--- config.mk ---
export PLATFORM = sky130hd
export DESIGN_NAME = instr_fetch_unit_flat
export DESIGN_NICKNAME = d
export VERILOG_FILES = /design/src/rtl/instr_fetch_unit_if.sv /design/src/rtl/instr_fetch_unit.sv /design/src/flat_wrapper.sv
export SDC_FILE = /design/constraint.sdc
export NUM_CORES = 1
export LEC_CHECK = 0
export CORE_MARGIN = 2
export CORE_UTILIZATION = 45
export CTS_CLUSTER_DIAMETER = 40
export DETAILED_ROUTE_END_ITERATION = 10
export GPL_TIMING_DRIVEN = 0
export PLACE_DENSITY = 0.7
export SLEW_MARGIN = 40
export SYNTH_ARGS = -nofsm -noshare
export SYNTH_HDL_FRONTEND = slang
export SYNTH_SLANG_ARGS = --single-unit
--- constraint.sdc ---
create_clock -name clk -period 5.65 [get_ports clk]
set_clock_uncertainty 0.05 [all_clocks]
set_input_delay 0.8475 -clock clk [delete_from_list [all_inputs] [get_ports clk]]
set_output_delay 0.8475 -clock clk [all_outputs]
set_load 0.1 [all_outputs]
--- src/rtl/instr_fetch_unit_if.sv ---
// instr_fetch_unit_if: control, instruction-memory and core-side handshake signals of the fetch stage
interface instr_fetch_unit_if #(parameter int ADDR_W = 8);
  logic run;
  logic redirect_valid;
  logic [ADDR_W-1:0] redirect_addr;
  logic imem_rd;
  logic [ADDR_W-1:0] imem_addr;
  logic [31:0] imem_rdata;
  logic [31:0] instr;
  logic [ADDR_W-1:0] instr_pc;
  logic instr_valid;
  logic instr_ready;
  logic halted;
  modport master (
    input run, redirect_valid, redirect_addr, imem_rdata, instr_ready,
    output imem_rd, imem_addr, instr, instr_pc, instr_valid, halted
  );
  modport slave (
    output run, redirect_valid, redirect_addr, imem_rdata, instr_ready,
    input imem_rd, imem_addr, instr, instr_pc, instr_valid, halted
  );
endinterface

--- src/rtl/instr_fetch_unit.sv ---
// instr_fetch_unit: PC-driven fetch from a 1-cycle-latency memory into a 2-entry prefetch buffer with redirect and halt
module instr_fetch_unit #(
  parameter int ADDR_W = 8,
  parameter logic [ADDR_W-1:0] BOOT_ADDR = '0,
  parameter logic [31:0] HALT_WORD = 32'hFFFF_FFFF
) (
  input logic clk,
  input logic rst_n,
  instr_fetch_unit_if.master bus
);
  typedef enum logic [1:0] {IDLE, RUN, HALTED} state_t;
  state_t state, state_nx;
  logic [ADDR_W-1:0] pc;
  logic [31:0] buf_word [2];
  logic [ADDR_W-1:0] buf_pc [2];
  logic [1:0] count;
  logic inflight;
  logic [ADDR_W-1:0] inflight_pc;
  logic head_halt, redir, halt_go, flush, pop, push, issue, tail;
  assign head_halt = count != 2'd0 && buf_word[0] == HALT_WORD;
  assign redir = bus.redirect_valid && state != IDLE;
  assign halt_go = state == RUN && head_halt && !redir;
  assign flush = redir || halt_go;
  assign pop = bus.instr_valid && bus.instr_ready;
  assign push = inflight && !flush;
  // buffered + in-flight after this cycle's pop must leave room for one more response
  assign issue = state == RUN && bus.run && !redir && ({1'b0, count} + 3'(inflight) - 3'(pop)) < 3'd2;
  assign tail = 1'(count - 2'(pop));
  assign bus.instr_valid = count != 2'd0 && !head_halt;
  assign bus.instr = count != 2'd0 ? buf_word[0] : '0;
  assign bus.instr_pc = count != 2'd0 ? buf_pc[0] : '0;
  assign bus.imem_rd = issue;
  assign bus.imem_addr = pc;
  assign bus.halted = state == HALTED;
  always_comb begin
    state_nx = state;
    state_nx = state == IDLE ? (bus.run ? RUN : IDLE) : redir ? RUN : halt_go ? HALTED : state;
  end
  always_ff @(posedge clk or negedge rst_n)
    if (!rst_n) state <= IDLE;
    else state <= state_nx;
  always_ff @(posedge clk or negedge rst_n)
    if (!rst_n) begin
      pc <= BOOT_ADDR;
      count <= 2'd0;
      inflight <= 1'b0;
      inflight_pc <= '0;
      buf_word[0] <= '0;
      buf_word[1] <= '0;
      buf_pc[0] <= '0;
      buf_pc[1] <= '0;
    end else begin
      pc <= redir ? bus.redirect_addr : issue ? pc + 1'b1 : pc;
      inflight <= issue && !halt_go;
      if (issue) inflight_pc <= pc;
      count <= flush ? 2'd0 : count + 2'(push) - 2'(pop);
      if (!flush && pop) begin
        buf_word[0] <= buf_word[1];
        buf_pc[0] <= buf_pc[1];
      end
      if (push) begin
        buf_word[tail] <= bus.imem_rdata;
        buf_pc[tail] <= inflight_pc;
      end
    end
endmodule

--- src/flat_wrapper.sv ---
// flat-port wrapper written by rule: the top's interface ports become plain ports
module instr_fetch_unit_flat 
#(
  parameter int ADDR_W = 8,
  parameter logic [ADDR_W-1:0] BOOT_ADDR = '0,
  parameter logic [31:0] HALT_WORD = 32'hFFFF_FFFF
)
  (clk, rst_n, bus_run, bus_redirect_valid, bus_redirect_addr, bus_imem_rdata, bus_instr_ready, bus_imem_rd, bus_imem_addr, bus_instr, bus_instr_pc, bus_instr_valid, bus_halted);
  instr_fetch_unit_if #(.ADDR_W(ADDR_W)) bus_i ();
  input logic clk;
  input logic rst_n;
  input wire logic [$bits(bus_i.run)-1:0] bus_run;
  input wire logic [$bits(bus_i.redirect_valid)-1:0] bus_redirect_valid;
  input wire logic [$bits(bus_i.redirect_addr)-1:0] bus_redirect_addr;
  input wire logic [$bits(bus_i.imem_rdata)-1:0] bus_imem_rdata;
  input wire logic [$bits(bus_i.instr_ready)-1:0] bus_instr_ready;
  output wire logic [$bits(bus_i.imem_rd)-1:0] bus_imem_rd;
  output wire logic [$bits(bus_i.imem_addr)-1:0] bus_imem_addr;
  output wire logic [$bits(bus_i.instr)-1:0] bus_instr;
  output wire logic [$bits(bus_i.instr_pc)-1:0] bus_instr_pc;
  output wire logic [$bits(bus_i.instr_valid)-1:0] bus_instr_valid;
  output wire logic [$bits(bus_i.halted)-1:0] bus_halted;
  assign bus_i.run = bus_run;
  assign bus_i.redirect_valid = bus_redirect_valid;
  assign bus_i.redirect_addr = bus_redirect_addr;
  assign bus_i.imem_rdata = bus_imem_rdata;
  assign bus_i.instr_ready = bus_instr_ready;
  assign bus_imem_rd = bus_i.imem_rd;
  assign bus_imem_addr = bus_i.imem_addr;
  assign bus_instr = bus_i.instr;
  assign bus_instr_pc = bus_i.instr_pc;
  assign bus_instr_valid = bus_i.instr_valid;
  assign bus_halted = bus_i.halted;
  instr_fetch_unit #(.ADDR_W(ADDR_W), .BOOT_ADDR(BOOT_ADDR), .HALT_WORD(HALT_WORD)) u_core (.clk(clk), .rst_n(rst_n), .bus(bus_i));
endmodule
; Word level (Yosys, flattened, before mapping)
; Index checks and enable logic that the tools add are counted.
[totals]
reg_bits = 101
[classes]
n_eq_ne = 3
n_mux = 19
magnitude_cmp = 3
reduce_logical = 23
n_bitwise = 1
add_sub_neg = 6
[ops]
columns = cell, count
row1 = 32-bit 2-to-1 mux, 3
row2 = 64-bit bitwise mux, 1
row3 = 64-bit 2-to-1 mux, 1
row4 = 8-bit 2-to-1 mux, 5
row5 = 32-bit demux with 1-bit select, 1
row6 = "32-bit == test, second input constant", 1
row7 = 16-bit bitwise mux, 1
row8 = 16-bit 2-to-1 mux, 1
row9 = 1-bit logical AND, 13
row10 = "8-bit by 1-bit adder with 8-bit output, second input constant", 1
row11 = 8-bit demux with 1-bit select, 1
row12 = 2-bit 2-to-1 mux, 4
row13 = 2-bit nonzero test, 3
row14 = 1-bit zero test, 4
row15 = 2-bit by 1-bit adder with 3-bit output, 1
row16 = "3-bit by 2-bit less-than comparator with 1-bit output, second input constant", 1
row17 = 3-bit nonzero test, 1
row18 = 3-bit by 1-bit subtractor with 3-bit output, 1
row19 = 2-bit by 1-bit adder with 2-bit output, 1
row20 = "2-bit by 1-bit == test with 1-bit output, second input constant", 1
row21 = "2-bit == test, second input constant", 1
row22 = "2-bit >= comparator, second input constant", 1
row23 = 2-bit zero test, 1
row24 = "2-bit by 1-bit less-than comparator with 1-bit output, second input constant", 1
row25 = 5 further kinds, 5

; Longest topological paths before layout
; Gate-level depths: netlist of the first run.
[depth]
depth_word = 13
mapped_depth = 11

; Worst setup path before layout of the first run
; Ideal clock, no wire load.
[synth_path]
path_kind = input port to output port
from = input bus_instr_ready
to = output bus_imem_rd
required_ns = 4.753
setup_slack_ns = 1.697
n_path_buf = 1
t_arrival_ns = 3.055
path_stages = 9
path_cell_list = inv_1 a211oi_1 xor2_1 nand2_1 fa_1 nand2_1 nor3_2 and2_1 buf_2
[synth_between]
elab_chain_cells = 4
[synth_rtl]
columns = item, line
row1 = start: declaration, flat_wrapper.sv:16  ; input wire logic [$bits(bus_i.instr_ready)-1:0] bus_instr_ready;
row2 = 1-bit logical AND, instr_fetch_unit.sv:24  ; assign pop = bus.instr_valid && bus.instr_ready;
row3 = 3-bit by 1-bit subtractor with 3-bit output, instr_fetch_unit.sv:27  ; assign issue = state == RUN && bus.run && !redir && ({1'b0, count} + 3'(inflight) - 3'(pop)) < 3'd2;
row4 = 3-bit by 2-bit less-than comparator with 1-bit output, instr_fetch_unit.sv:27
row5 = 1-bit logical AND, instr_fetch_unit.sv:27
row6 = end: declaration, flat_wrapper.sv:17  ; output wire logic [$bits(bus_i.imem_rd)-1:0] bus_imem_rd;
; Every way passes these cells.

; Worst setup path after layout of the first run
; Ends and elaborated chain as after synthesis.

==> reports/qor.csv, run 1 <==
stage,metric,value,unit
floorplanning,die area,12500,µm²
power,VDD IR max,0.000408,V
timing,fin. max-slew vios,0,
cts,hold-fix buffers at CTS,0,
cts,"Reg clk slew, reported paths",0.07,ns
floorplanning,I/O pins,96,
cts,CTS tree,yes,
timing,worst slew pin tran,0.661,ns
detailed_routing,WL/cell,17.4,µm
floorplanning,Site Rows,39,
cts,insertion delay of the later-clocked pin in the worst-skew pair,0.35,ns
min_path,Hold WC Path Type,input port to asynchronous set/reset pin,
global_routing,vias in the first global route,3462,
job,Max-cap violations,0,
detailed_routing,via count,3203,
cells_and_area,Final Cell Area,6440,µm²
global_routing,Total GRT Usage,0.180,
cells_and_area,most frequent cells in the layout,"101 x dfrtp_1, 80 x mux2_4, 52 x buf_2",
outcome,status,"complete, no violations",
placement,routability cong.,0.752,
cts,# resized after CTS,0,
worst_setup_path,R2R cell count,11,
worst_setup_path,slowest cell on the critical path,clkdlybuf4s50_1,
cts,postcts setup bufs,0,
timing,Tcrit/Tclk final,0.890,
cts,Max Buffers Root-to-Sink,2,
timing,fin crit period,5.03,ns
synthesis,number of synthesized flops with an enable pin,0,
worst_setup_path,Worst setup SP type,input port,
detailed_routing,post-DR vias/cell,5.11,
worst_setup_path,critical path type,input port to output pin,
worst_setup_path,Worst setup EP type,output pin,
detailed_routing,# DRC,0,
worst_setup_path,Worst Path Required,4.75,ns
placement,placed inst area,6130,µm²
synthesis,Post-synth ARST share,1.00,
synthesis,Synth Register Bits,101,
cts,CTS sink count,101,
floorplanning,die width,112,µm
synthesis,"Seq/Total Area, Yosys",0.484,
timing,f_max,0.199,GHz
timing,setup violators final,0,
synthesis,Post-Syn Area per Cell,14.0,µm²
placement,Port-buffer cells,95,
cts,H-tree levels,3,
synthesis,library cells used by synthesis,32,
cells_and_area,area delta synth->final,23.3,%
timing,max_slew headroom,0.560,
worst_setup_path,max incr delay on CP,0.54,ns
worst_setup_path,ordered cell list for the critical path,clkdlybuf4s50_1 > inv_1 > a211oi_1 > xor2_1 > nand2_1 > fa_1 > nand2_1 > nor3_2 > and2_1 > buf_2 > buf_2,
timing,RSZ-0062 raised after global routing,false,
cells_and_area,# diodes,0,
detailed_routing,"antenna viol nets, final",0,
worst_setup_path,Critical Path Fanout Max,10,
detailed_routing,DRT Pass-1 Iters,4,
detailed_routing,Initial DRC Count,95,
cells_and_area,final core occ,0.566,
synthesis,Main synth FF type,dfrtp_1,
synthesis,Netlist Area Pre-Place,5220,µm²
global_routing,largest net degree at the start of global routing,53,
floorplanning,initial core utilization,0.459,
synthesis,Post-Syn Instances,372,
global_routing,global-route wire length before repair,17.9,mm
synthesis,Post-Synthesis Net Count,421,
timing,final hold viol count,0,
detailed_routing,Total Wirelength,10.9,mm
global_routing,initial antenna violation count,0,
cells_and_area,"most common cell after layout, fill and taps aside",dfrtp_1,
floorplanning,Core Box Area,11400,µm²
cts,CTS root buf,clkbuf_16,
cells_and_area,share of layout cells above drive strength 1,0.424,
cts,CTS Buf Count,9,
synthesis,synth warn,0,
cells_and_area,Final Net Count,528,
placement,Post-DP HPWL,7.79,mm
floorplanning,Die Span Y,112,µm
power,Leak Pwr,3.07,nW
global_routing,GR Overflow Total,0,
power,Power per Cell Area,671,nW/µm²
worst_setup_path,critical path data arrival time,4.13,ns
layer usage:
metal / global-route usage / vias to the layer above / wire length (µm)
li1: - / 1512 / -
met1: 0.236 / 1618 / 5090
met2: 0.306 / 62 / 5320
met3: 0.0338 / 11 / 375
met4: 0.0519 / 0 / 131
met5: 0 / - / 0
layout make-up:
type	instances	area (µm²)
fill	967	4930
buffer	20	136
clock inverter	6	68.8
tap	143	179
sequential	101	2530
multi-input combinational	247	2540
clock buffer	10	239
timing repair buffer	96	728
inverter	4	15.0
worst max-delay path, delay by kind of cell:
kind,cells,cell delay [ns]
xor+xnor,1,0.26
buf+inv,4,1.29
compound gates,1,0.35
simple gates,4,0.88
fa+ha+maj,1,0.50
synth_stat cells (2+ instances only):
cell      count  area share
nor2b_1      40       0.048
mux2_2       42       0.091
nand3_1       3      0.0029
nand4_1      12       0.014
nand2b_1      2      0.0024
nand2_1       6      0.0043
mux2_4       80        0.23
dfrtp_1     101        0.48
inv_1         4      0.0029
nor2_1       12      0.0086
nor4_4        2      0.0081
and2_1        3      0.0036
and3_1        5      0.0060
buf_1         4      0.0029
ha_1          3      0.0072
clkbuf_1      7      0.0050
buf_6         8       0.017
xnor2_1       2      0.0034
mux2_1        6       0.013
a21oi_1      10      0.0096
xor2_1        9       0.015
stage by stage:
stage | instances | setup TNS (ns) | total power [mW] | hold slack (ns) | setup slack (ns)
CTS | 627 | 0 | 4.35 | 0.370 | 0.619
finish | 627 | 0 | 4.32 | 0.362 | 0.623
global route | 627 | 0 | 4.53 | 0.384 | 0.412
floorplan | 372 | 0 | 3.27 | 0.425 | 1.70
global placement | 610 | -12.08 | 3.74 | 0.439 | -0.126
detailed placement | 611 | 0 | 3.69 | 0.447 | 0.656
where the power goes:
part	internal, mW	switching [mW]
Clock	0.359	0.285
Sequential	1.06	0.245
Combinational	0.941	1.42
Total	2.36	1.95
cell families after synthesis:
group           share of synthesized area
flops                               0.484
fa+ha+maj                          0.0110
compound gates                     0.0189
simple gates                        0.103
xor+xnor                           0.0184
mux                                 0.335
buf+inv                            0.0290
worst paths after layout:
kind                                                from                                 to  slack [ns]
setup / recovery                         bus_instr_ready                        bus_imem_rd        0.62
hold / removal                                     rst_n         asynchronous set/reset pin        0.36
setup reg to reg           u_core.buf_word[62]$_DFF_PN0_  u_core.inflight_pc[0]$_DFFE_PN0P_        2.05
hold reg to reg                                 register                           register        0.46
max in group asynchronous                          rst_n      u_core.buf_word[35]$_DFF_PN0_        4.62
min in group clk                                register                           register        0.46
No activity file was read; power rests on OpenSTA's default activity.
==> run 2, diff against run 1 <==
Settings changed: REMOVE_ABC_BUFFERS set to 1.
==> run 2 against run 1 <==
Maximum frequency fell by 2.9%. Non-clock buffer count fell by 13. First-iteration DRC count rose by 35%. Clock power fell by 6.2%. Sequential share of layout area fell by 0.12 points. Via count fell by 0.44%. Core utilization rose by 0.18 points. Global-route usage fell by 0.27 points. Combinational power barely moved. Count of clock-buffer cells in the layout rose by 2. Largest cell class unchanged. Largest power group unchanged.
==> reports/qor.csv, run 2 (synthesis gave the netlist of run 1 again) <==
stage,metric,value,unit
timing,worst slew pin tran,0.608,ns
cells_and_area,Final Cell Area,6460,µm²
cts,insertion delay of the later-clocked pin in the worst-skew pair,0.34,ns
floorplanning,initial core utilization,0.459,
cts,Max Buffers Root-to-Sink,2,
detailed_routing,post-DR vias/cell,5.19,
timing,Tcrit/Tclk final,0.917,
cts,hold-fix buffers at CTS,0,
global_routing,global-route wire length before repair,17.5,mm
floorplanning,I/O pins,96,
cells_and_area,most frequent cells in the layout,"101 x dfrtp_1, 80 x mux2_4, 51 x buf_2",
cts,# resized after CTS,0,
power,Leak Pwr,3.06,nW
cells_and_area,share of layout cells above drive strength 1,0.431,
placement,Port-buffer cells,95,
detailed_routing,"antenna viol nets, final",0,
global_routing,vias in the first global route,3356,
cells_and_area,Final Net Count,515,
outcome,status,"complete, no violations",
placement,routability cong.,0.779,
placement,Post-DP HPWL,7.21,mm
timing,f_max,0.193,GHz
min_path,Hold WC Path Type,input port to asynchronous set/reset pin,
cts,CTS root buf,clkbuf_16,
power,Power per Cell Area,663,nW/µm²
cells_and_area,"most common cell after layout, fill and taps aside",dfrtp_1,
cts,CTS sink count,101,
detailed_routing,via count,3189,
job,Max-cap violations,0,
worst_setup_path,Critical Path Fanout Max,10,
timing,final hold slack,0.347,ns
timing,max_slew headroom,0.594,
global_routing,initial antenna violation count,0,
cts,postcts setup bufs,0,
worst_setup_path,Worst Path Required,4.75,ns
timing,fin crit period,5.18,ns
worst_setup_path,critical path type,input port to output pin,
worst_setup_path,Worst setup SP type,input port,
cells_and_area,area delta synth->final,23.6,%
floorplanning,die width,112,µm
detailed_routing,WL/cell,16.9,µm
timing,setup TNS,0,ns
floorplanning,die area,12500,µm²
detailed_routing,# DRC,0,
floorplanning,Core Box Area,11400,µm²
cells_and_area,# diodes,0,
timing,fin. max-slew vios,0,
cts,CTS Buf Count,9,
timing,RSZ-0062 raised after global routing,false,
floorplanning,Site Rows,39,
placement,placed inst area,6170,µm²
global_routing,Total GRT Usage,0.177,
worst_setup_path,Worst setup EP type,output pin,
timing,setup violators final,0,
global_routing,GR Overflow Total,0,
detailed_routing,DRT Pass-1 Iters,4,
cts,H-tree levels,3,
power,VDD IR max,0.000374,V
detailed_routing,Total Wirelength,10.4,mm
detailed_routing,Initial DRC Count,128,
worst_setup_path,critical path data arrival time,4.28,ns
floorplanning,Die Span Y,112,µm
global_routing,largest net degree at the start of global routing,53,
cts,CTS tree,yes,
cts,"Reg clk slew, reported paths",0.06,ns
timing,final hold viol count,0,
## run 2: cell count changes in the layout (fill, tap and decap cells not counted), moves of 2 or more
cell,change
buf_1,-4
buf_12,+2
buf_16,+2
buf_6,-8
buf_8,+3
clkbuf_1,-4
inv_6,-2
## run 2: layer usage
metal,track usage,routed length [µm],up-vias
met4,0.0519,128,0
met3,0.0539,468,10
li1,-,-,1493
met2,0.271,4900,68
met1,0.246,4890,1618
met5,0,0,-
## run 2: area by class of cell
type / instances / area (µm²)
multi-input combinational: 247 / 2580
sequential: 101 / 2530
clock inverter: 4 / 48.8
tap: 143 / 179
fill: 940 / 4910
inverter: 4 / 15.0
clock buffer: 12 / 236
timing repair buffer: 103 / 868
## run 2: path summary, 6_finish.rpt
path | depth (start not counted) | endpoint | from | slack (ns)
worst max-delay path | 10 | bus_imem_rd | bus_instr_ready | 0.47
worst min-delay path | 1 | u_core.buf_word[35]$_DFF_PN0_ | rst_n | 0.35
worst max register to register | 10 | u_core.inflight_pc[0]$_DFFE_PN0P_ | u_core.count[0]$_DFF_PN0_ | 1.81
worst min register to register | 1 | register | register | 0.46
max in group asynchronous | 2 | asynchronous set/reset pin | rst_n | 4.61
min in group clk | 1 | register | register | 0.46
## run 2: critical path, stage by stage
cell             delay [ns]
clkdlybuf4s50_1        0.53
inv_1                  0.06
a211oi_1               0.34
xor2_1                 0.33
nand2_1                0.11
fa_1                   0.49
nand2_1                0.06
nor3_2                 0.49
and2_1                 0.50
buf_2                  0.51
## run 2: through the flow
| step | setup WS (ns) | instances | utilization | power (mW) |
|---|---|---|---|---|
| 2_1_floorplan | 0.506 | 352 | - | 3.24 |
| 5_1_grt | 0.227 | 614 | 0.568 | 4.51 |
| 4_1_cts | 0.459 | 614 | 0.567 | 4.33 |
| 3_3_place_gp | -1.38 | 590 | 0.547 | 3.70 |
| 6_report | 0.471 | 614 | 0.568 | 4.28 |
| 3_5_place_dp | 0.472 | 598 | 0.542 | 3.70 |
## run 2: where the power goes
| group | leakage, nW | internal [mW] | switching (mW) | total (mW) |
|---|---|---|---|---|
| registers | 1.25 | 1.06 | 0.239 | 1.30 |
| clock network | 0.141 | 0.343 | 0.261 | 0.604 |
| logic | 1.68 | 0.960 | 1.41 | 2.37 |
==> run 3, diff against run 2 <==
Settings changed: CORE_MARGIN 2 to unset.
==> run 3 against run 2 <==
Via count down 0.44%. Cell area is essentially flat. Hold slack lost 0.047 ns. Sequential cell count did not move. Critical path depth unchanged. Global-route usage is 0.17 points higher. Die area is 3.5% lower. Final cell count down 0.49%. Sequential power is essentially flat. Critical path type unchanged.
==> reports/qor.csv, run 3 (synthesis gave the netlist of run 1 again) <==
stage,metric,value,unit
outcome,status,"complete, no violations",
worst_setup_path,worst reg-to-reg setup slack,1.84,ns
cells_and_area,area delta synth->final,23.7,%
detailed_routing,"antenna viol nets, final",0,
global_routing,global-route wire length before repair,16.2,mm
cts,hold-fix buffers at CTS,0,
worst_setup_path,Worst setup EP type,output pin,
cts,H-tree levels,3,
power,Comb pwr share,0.554,
cts,postcts setup bufs,0,
job,Max-cap violations,0,
cells_and_area,# diodes,0,
cts,CTS sink count,101,
worst_setup_path,R2R Path End,u_core.inflight_pc[1]$_DFFE_PN0P_,
cts,CTS Buf Count,9,
timing,max_slew headroom,0.563,
worst_setup_path,Critical Path Fanout Max,10,
cts,Max Buffers Root-to-Sink,2,
cts,insertion delay of the later-clocked pin in the worst-skew pair,0.34,ns
floorplanning,die area,12000,µm²
min_path,Hold WC Path Type,input port to asynchronous set/reset pin,
cells_and_area,most frequent cells in the layout,"101 x dfrtp_1, 80 x mux2_4, 51 x buf_2",
cells_and_area,area occupied by multi-input gates,2580,µm²
floorplanning,I/O pins,96,
timing,worst slew pin tran,0.651,ns
detailed_routing,Total Wirelength,10.1,mm
cts,# resized after CTS,0,
floorplanning,Core Box Area,11100,µm²
detailed_routing,Initial DRC Count,137,
worst_setup_path,Worst Path Required,4.75,ns
timing,f_max,0.191,GHz
cells_and_area,Reg area,2530,µm²
timing,fin. max-slew vios,0,
worst_setup_path,R2R cell count,10,
placement,Port-buffer cells,95,
detailed_routing,via count,3175,
detailed_routing,# DRC,0,
detailed_routing,WL/cell,16.5,µm
timing,setup violators final,0,
power,Net Sw Frac,0.447,
cts,CTS root buf,clkbuf_16,
timing,final hold viol count,0,
worst_setup_path,critical path data arrival time,4.33,ns
cells_and_area,Final Net Count,516,
cts,CTS tree,yes,
power,Clock Power Share,0.144,
worst_setup_path,critical path type,input port to output pin,
floorplanning,Site Rows,38,
timing,RSZ-0062 raised after global routing,false,
cells_and_area,fillcell total,904,
global_routing,GR Overflow Total,0,
floorplanning,initial core utilization,0.472,
cells_and_area,share of layout cells above drive strength 1,0.437,
power,VDD IR max,0.000542,V
cells_and_area,"most common cell after layout, fill and taps aside",dfrtp_1,
timing,fin crit period,5.23,ns
power,Internal Power,2.38,mW
global_routing,Total GRT Usage,0.179,
global_routing,vias in the first global route,3128,
floorplanning,die width,110,µm
power,total power,4.29,mW
cts,"Reg clk slew, reported paths",0.07,ns
timing,Tcrit/Tclk final,0.925,
power,Power per Cell Area,665,nW/µm²
detailed_routing,DRT Pass-1 Iters,4,
worst_setup_path,r2r startpoint,u_core.buf_word[63]$_DFF_PN0_,
floorplanning,Die Span Y,110,µm
detailed_routing,post-DR vias/cell,5.20,
global_routing,largest net degree at the start of global routing,75,
placement,routability cong.,0.771,
power,NetSw,1.92,mW
global_routing,initial antenna violation count,0,
cells_and_area,final core occ,0.583,
placement,Post-DP HPWL,6.93,mm
power,Leak Pwr,3.07,nW
worst_setup_path,Worst setup SP type,input port,
power,power share of the sequential group,0.302,
-- run 3: worst max-delay path by stage --
stage                         startpoint     endpoint  cells after the start
6_report                 bus_instr_ready  bus_imem_rd                     10
4_1_cts                  bus_instr_ready  bus_imem_rd                     10
5_1_grt                  bus_instr_ready  bus_imem_rd                     10
3_3_place_gp   u_core.count[0]$_DFF_PN0_  bus_imem_rd                      9
2_1_floorplan  u_core.count[0]$_DFF_PN0_  bus_imem_rd                      8
3_5_place_dp             bus_instr_ready  bus_imem_rd                     10
-- run 3: power groups by stage --
stage	registers [mW]	clock network (mW)	logic, mW
detailed placement	1.31	0	2.39
finish	1.30	0.620	2.38
floorplan	1.35	0	1.88
global route	1.35	0.672	2.51
CTS	1.30	0.642	2.40
global placement	1.29	0	2.41
-- run 3: metal layers --
| metal | wire, µm | global-route usage |
|---|---|---|
| met3 | 426 | 0.0409 |
| met5 | 0 | 0 |
| met2 | 4750 | 0.278 |
| met4 | 94 | 0.0467 |
| met1 | 4810 | 0.252 |
-- run 3: area by class of cell --
| cell class | instances | share of cell area |
|---|---|---|
| Tap cell | 140 | 0.0271 |
| Clock inverter | 6 | 0.0108 |
| Clock buffer | 9 | 0.0349 |
| Sequential cell | 101 | 0.391 |
| Inverter | 4 | 0.00232 |
| Multi-Input combinational cell | 247 | 0.400 |
| Timing Repair Buffer | 104 | 0.134 |
-- run 3: per-stage QoR --
stage / hold WS (ns) / TNS (ns) / area (µm²) / setup WS [ns] / instances
after floorplan: 0.425 / 0 / 5090 / 0.506 / 352
after global placement: 0.439 / -22.25 / 6210 / -1.46 / 587
after detailed placement: 0.447 / 0 / 6160 / 0.425 / 596
after CTS: 0.293 / 0 / 6450 / 0.403 / 611
after global routing: 0.299 / 0 / 6460 / 0.224 / 611
final: 0.300 / 0 / 6460 / 0.424 / 611
-- run 3: worst max-delay path, cell delays in order --
cell,delay [ns]
clkdlybuf4s50_1,0.55
inv_1,0.06
a211oi_1,0.34
xor2_1,0.31
nand2_1,0.12
fa_1,0.48
nand2_1,0.06
nor3_2,0.54
and2_1,0.50
buf_2,0.51
